**src/rtl/key_uart_streamer.sv**
```systemverilog
// Snapshots a wide key word on request and streams it over a built-in UART transmitter,
// framed with an optional header byte, optional XOR checksum and optional even parity.
module key_uart_streamer #(
  parameter int          CLKS_PER_BIT = 87,
  parameter int          NUM_BYTES    = 32,
  parameter int          MSB_FIRST    = 0,
  parameter int          HEADER_EN    = 1,
  parameter logic [7:0]  HEADER_BYTE  = 8'hA5,
  parameter int          CHK_EN       = 1,
  parameter int          PARITY_EN    = 0,
  parameter int          STOP_BITS    = 1
) (
  input  logic                                  clk_i,
  input  logic                                  rst_i,
  input  logic                                  enable_i,
  input  logic                                  start_i,
  input  logic [NUM_BYTES*8-1:0]                key_i,
  output logic                                  busy_o,
  output logic                                  done_o,
  output logic                                  abort_o,
  output logic [$clog2(NUM_BYTES+2)-1:0]        byte_idx_o,
  output logic                                  tx_o
);

  localparam int IW = $clog2(NUM_BYTES + 2);
  localparam int CW = $clog2(CLKS_PER_BIT);
  localparam int NF = HEADER_EN + NUM_BYTES + CHK_EN;
  localparam logic [IW-1:0] LAST_IDX  = IW'(NF - 1);
  localparam logic [CW-1:0] CNT_END   = CW'(CLKS_PER_BIT - 1);
  localparam logic [CW-1:0] CNT_PRE   = CW'(CLKS_PER_BIT - 2);
  localparam logic          STOP_LAST = 1'(STOP_BITS - 1);

  typedef enum logic [2:0] {IDLE, LOAD, START, DATA, PARITY, STOP, NEXT} state_t;

  state_t                 state;
  logic [NUM_BYTES*8-1:0] shadow;
  logic [7:0]             cur;
  logic [7:0]             chk;
  logic [CW-1:0]          cnt;
  logic [2:0]             bit_cnt;
  logic                   stop_cnt;
  logic                   abort_flag;

  logic [IW-1:0]          key_pos;
  logic [7:0]             key_byte;
  logic [7:0]             frame_byte;
  logic                   is_key;
  logic                   quit;

  function automatic logic even_parity(input logic [7:0] b);
    return ^b;
  endfunction

  always_comb begin
    key_pos = byte_idx_o - IW'(HEADER_EN);
    if (MSB_FIRST != 0) key_pos = IW'(NUM_BYTES - 1) - key_pos;
    key_byte   = 8'(shadow >> {key_pos, 3'b000});
    frame_byte = key_byte;
    is_key     = 1'b1;
    if (HEADER_EN != 0 && byte_idx_o == '0) begin
      frame_byte = HEADER_BYTE;
      is_key     = 1'b0;
    end else if (CHK_EN != 0 && byte_idx_o == LAST_IDX) begin
      frame_byte = chk;
      is_key     = 1'b0;
    end
    // an enable drop on the very edge that closes a frame still counts as an abort
    quit = abort_flag | ~enable_i;
  end

  always_ff @(posedge clk_i) begin
    if (!rst_i) begin
      state      <= IDLE;
      tx_o       <= 1'b1;
      busy_o     <= 1'b0;
      done_o     <= 1'b0;
      abort_o    <= 1'b0;
      byte_idx_o <= '0;
      chk        <= '0;
      cnt        <= '0;
      bit_cnt    <= '0;
      stop_cnt   <= 1'b0;
      abort_flag <= 1'b0;
    end else begin
      done_o  <= 1'b0;
      abort_o <= 1'b0;
      if (busy_o && !enable_i) abort_flag <= 1'b1;
      case (state)
        IDLE: begin
          if (start_i && enable_i) begin
            shadow     <= key_i;
            state      <= LOAD;
            busy_o     <= 1'b1;
            tx_o       <= 1'b0;
            byte_idx_o <= '0;
            chk        <= '0;
            cnt        <= '0;
            abort_flag <= 1'b0;
          end
        end
        // LOAD is the first cycle of every start bit: pick the byte for this frame
        LOAD: begin
          cur <= frame_byte;
          if (is_key) chk <= chk ^ frame_byte;
          cnt   <= cnt + 1'b1;
          state <= START;
        end
        START: begin
          if (cnt == CNT_END) begin
            cnt     <= '0;
            bit_cnt <= '0;
            tx_o    <= cur[0];
            state   <= DATA;
          end else begin
            cnt <= cnt + 1'b1;
          end
        end
        DATA: begin
          if (cnt == CNT_END) begin
            cnt <= '0;
            if (bit_cnt == 3'd7) begin
              if (PARITY_EN != 0) begin
                tx_o  <= even_parity(cur);
                state <= PARITY;
              end else begin
                tx_o     <= 1'b1;
                stop_cnt <= 1'b0;
                state    <= STOP;
              end
            end else begin
              bit_cnt <= bit_cnt + 3'd1;
              tx_o    <= cur[bit_cnt + 3'd1];
            end
          end else begin
            cnt <= cnt + 1'b1;
          end
        end
        PARITY: begin
          if (cnt == CNT_END) begin
            cnt      <= '0;
            tx_o     <= 1'b1;
            stop_cnt <= 1'b0;
            state    <= STOP;
          end else begin
            cnt <= cnt + 1'b1;
          end
        end
        // the final cycle of the last stop bit is spent in NEXT, where the frame sequence decides
        STOP: begin
          if (stop_cnt == STOP_LAST && cnt == CNT_PRE) begin
            cnt   <= cnt + 1'b1;
            state <= NEXT;
          end else if (cnt == CNT_END) begin
            cnt      <= '0;
            stop_cnt <= ~stop_cnt;
          end else begin
            cnt <= cnt + 1'b1;
          end
        end
        NEXT: begin
          cnt <= '0;
          if (quit || byte_idx_o == LAST_IDX) begin
            state      <= IDLE;
            busy_o     <= 1'b0;
            tx_o       <= 1'b1;
            byte_idx_o <= '0;
            done_o     <= ~quit;
            abort_o    <= quit;
          end else begin
            state      <= LOAD;
            tx_o       <= 1'b0;
            byte_idx_o <= byte_idx_o + 1'b1;
          end
        end
        default: state <= IDLE;
      endcase
    end
  end

endmodule

```
**config.mk**
```make
export PLATFORM = sky130hd
export DESIGN_NAME = key_uart_streamer
export DESIGN_NICKNAME = d
export VERILOG_FILES = /design/src/rtl/key_uart_streamer.sv
export SDC_FILE = /design/constraint.sdc
export NUM_CORES = 1
export LEC_CHECK = 0
export BUFFER_PORTS_ARGS = -buffer_cell sky130_fd_sc_hd__buf_2
export CAP_MARGIN = 20
export CORE_MARGIN = 5
export CORE_UTILIZATION = 59
export CTS_CLUSTER_SIZE = 8
export DETAILED_ROUTE_END_ITERATION = 7
export PLACE_DENSITY_LB_ADDON = 0.15
export SETUP_SLACK_MARGIN = 0.5
export SLEW_MARGIN = 20
export SYNTH_ARGS = -nofsm -noshare
export SYNTH_HDL_FRONTEND = slang
export SYNTH_SLANG_ARGS = --single-unit
```
**constraint.sdc**
```tcl
create_clock -name clk_i -period 45.7 [get_ports clk_i]
set_clock_uncertainty 0.2 [all_clocks]
set_input_delay 4.57 -clock clk_i [delete_from_list [all_inputs] [get_ports clk_i]]
set_output_delay 4.57 -clock clk_i [all_outputs]
set_load 0.02 [all_outputs]
```
==> metrics.md <==
| Metric | Value |
|---|---|
| Post-Syn Area | ~0.012 mm² |
| Hold Buf Count CTS | 0 |
| Vias in the first global route | around 7.9k |
| Routability cong. | between 0.8 and 0.9 |
| WL per Instance | roughly 21 µm |
| Synth Net Count | around 1.0k |
| Register area share after synthesis | between 60% and 70% |
| H-tree levels | 2 |
| Area grow syn2layout | 22.6% |
| Internal power | roughly 510 µW |
| Final core utilization | between 70% and 80% |
| Fraction of registers with async set/reset | 0% |
| Sequential cell fraction of total power | 49.9% |
| Final setup viols | 0 |
| Die ar. | between 0.02 and 0.025 mm² |
| Global-route wire length before repair | between 40000 and 50000 µm |
| # fillers | around 1.3k |
| Worst-Margin Slew | 1030 ps |
| Yosys warns | 0 |
| Vias after detailed routing | roughly 7.5k |
| CP required | ~46000 ps |
| # resized after CTS | 0 |
| Dpl hpwl | roughly 19000 µm |
| Power Dens Cells | between 40 and 50 mW/mm² |
| Status | finished clean |
| Combinational share of power | 8.0% |
| Setup Total Neg Slack | 0 ps |
| Worst-Skew Late Latency | 520 ps |
| RSZ-0062 raised after global routing | no |
| GRT overflow | 0 |
| Final wirelength | between 20000 and 30000 µm |
| Layout cell share with drive strength beyond 1 | a little under two fifths |
| VDD IR max | 0.0000434 V |
| CTS tree | yes |
| DR pass1 iterations | 5 |
| Number of max-cap violations | 0 |
| Max Freq | 147 MHz |
| Syn avg cell area | 16.8 µm² |
| Row cnt | 53 |
| Port Buffer Count | approximately 270 |
| CP max FO | 80 |
| Final ANT Viol Nets | 0 |
| Synthesis-stage register bit count | ~300 |
| Max-slew violation count | 0 |
| Num CTS Buffers | 43 |
| Main synth FF type | edfxtp_1 |
| Postcts setup bufs | 0 |
| Period utilisation layout | between 10 and 15% |
| Critical path type | in2reg |
| Crit path capture type | register |
| Final hold violation count | 0 |
| R2R Setup Slk | 41430 ps |
| Clock Path Buffers | 3 |
| Sequential cell area | around 0.0086 mm² |
| Via/cell ratio | between 5 and 6 |
| CP Data Arrival Time | 6730 ps |
| Leakage power | approximately 0.0055 µW |
| Minimum clock period | 6780 ps |
| Post-synth EDFFs | 264 |
| Clock share of power | approximately 42% |
| Slew headroom | a little under a third |
| NetSw | ~150 µW |
| Starting Density | approximately 60% |
| Sw Ratio | 22.6% |
| Number of remaining DRC errors | 0 |
| Initial antenna violation count | 3 |
| Post-Syn Instances | roughly 740 |
| Core area | roughly 0.021 mm² |
| CTS clock-pin slew for the worst setup and hold paths | ~50 ps |
| Die X | 155 µm |
| Synth unique cells | 63 |
| All-Layer GR Usage | roughly a quarter |
| Root Buffer | clkbuf_16 |
| CP Launch Type | input port |
| Multi-input logic area | ~0.0036 mm² |
| Chip Height | around 150 µm |
| Ports | 270 |
| Clock sink total | approximately 300 |
| 1st-iter DRT viols | 553 |
| Final net count | approximately 1.3k |
| Largest net degree at the start of global routing | around 80 |
| Hold Crit Class | reg2reg |
[final timing paths]
path | endpoint | depth (start not counted) | startpoint
worst max-delay path | shadow[38] | 5 | rst_i
worst min-delay path | chk[1] | 2 | chk[1]
worst max register to register | cur[4] | 8 | byte_idx_o[0]
worst min register to register | chk[1] | 2 | chk[1]
[metal layers]
metal / vias up / track usage, % / routed length [µm]
li1: 3506 / - / -
met1: 3658 / 30.5 / 11100
met2: 299 / 38.7 / 14100
met3: 65 / 6.23 / 2160
met4: 2 / 7.36 / 817
met5: - / 0 / 7
[power groups by stage]
| stage | sequential [µW] | combinational, µW | clock, µW |
|---|---|---|---|
| 2_1_floorplan | 343 | 35.8 | 0 |
| 3_3_place_gp | 335 | 52.3 | 0 |
| 3_5_place_dp | 336 | 53.2 | 0 |
| 4_1_cts | 331 | 53.6 | 285 |
| 5_1_grt | 333 | 58.5 | 298 |
| 6_report | 331 | 53.4 | 280 |
[cell families (layout without fill, tap and decap cells)]
family	Yosys count	count (layout)	synth area share, %
AO/OA/AOI/OAI	94	94	5.44
buffers and inverters	57	354	2.16
flip-flops	297	297	69.3
adder cells (fa/ha/maj)	9	9	0.908
XOR/XNOR	12	12	0.908
AND/OR/NAND/NOR	156	156	6.70
multiplexers	112	112	14.6
other	0	2	0
[critical path, cell delays in order]
cell and delay, ps:
buf_2 280, nand2_1 110, nor3_2 150, buf_4 670, buf_4 860
[cell usage after synthesis, types with 5 or more instances]
cell type | n | area, µm²
edfxtp_1 | 264 | 7930
mux2i_1 | 55 | 551
mux4_2 | 55 | 1240
nand2_1 | 40 | 150
dfxtp_1 | 33 | 661
nor2_1 | 27 | 101
clkbuf_1 | 19 | 71.3
nand3_1 | 18 | 90.1
o21ai_0 | 17 | 85.1
buf_2 | 16 | 80.1
inv_1 | 14 | 52.6
a21oi_1 | 11 | 55.1
a211oi_1 | 9 | 67.6
ha_1 | 9 | 113
nand3b_1 | 9 | 67.6
nor3_1 | 9 | 45.0
and3_1 | 8 | 50.1
nor2b_1 | 7 | 43.8
a2111oi_0 | 6 | 52.6
nand4_1 | 6 | 37.5
nor3b_1 | 6 | 45.0
or3_1 | 6 | 37.5
xnor2_1 | 6 | 52.6
a31oi_1 | 5 | 31.3
buf_4 | 5 | 37.5
o211ai_1 | 5 | 37.5
xor2_1 | 5 | 43.8
[flip-flops by register name (all words and copies together), names as in the netlist, 3 cells and up]
register / flops
shadow: 256
bit_cnt: 3
chk: 8
state: 3
byte_idx_o: 6
cnt: 7
cur: 8
[placed cells by master, fill, tap and decap left out, drive strengths merged, types with 8 or more instances in the layout]
master / count
nor3: 9
clkbuf: 57
nand3: 18
inv: 15
nand2: 40
and3: 8
nand3b: 9
edfxtp: 264
mux2i: 55
nor2: 27
a21oi: 11
ha: 9
dfxtp: 33
buf: 279
a211oi: 9
o21ai: 18
mux4: 55
[stage by stage]
step	cells	total power [µW]	hold slack [ps]	cell area, µm²	setup WS (ps)
finish	1311	665	280	15200	38920
global route	1311	690	305	15200	38760
CTS	1309	670	281	15200	38930
detailed placement	1248	389	275	14000	38390
global placement	1248	387	261	14000	38410
floorplan	737	378	228	12400	22010
[area by class of cell]
type,instances,share of cell area (%)
clock inverters,4,0.420
repair buffers,279,9.38
diodes,2,0.0329
inverters,14,0.346
multi-input cells,383,23.6
well taps,275,2.26
clock buffers,57,7.43
flip-flops and latches,297,56.5
(Power assumes the default switching activity.)
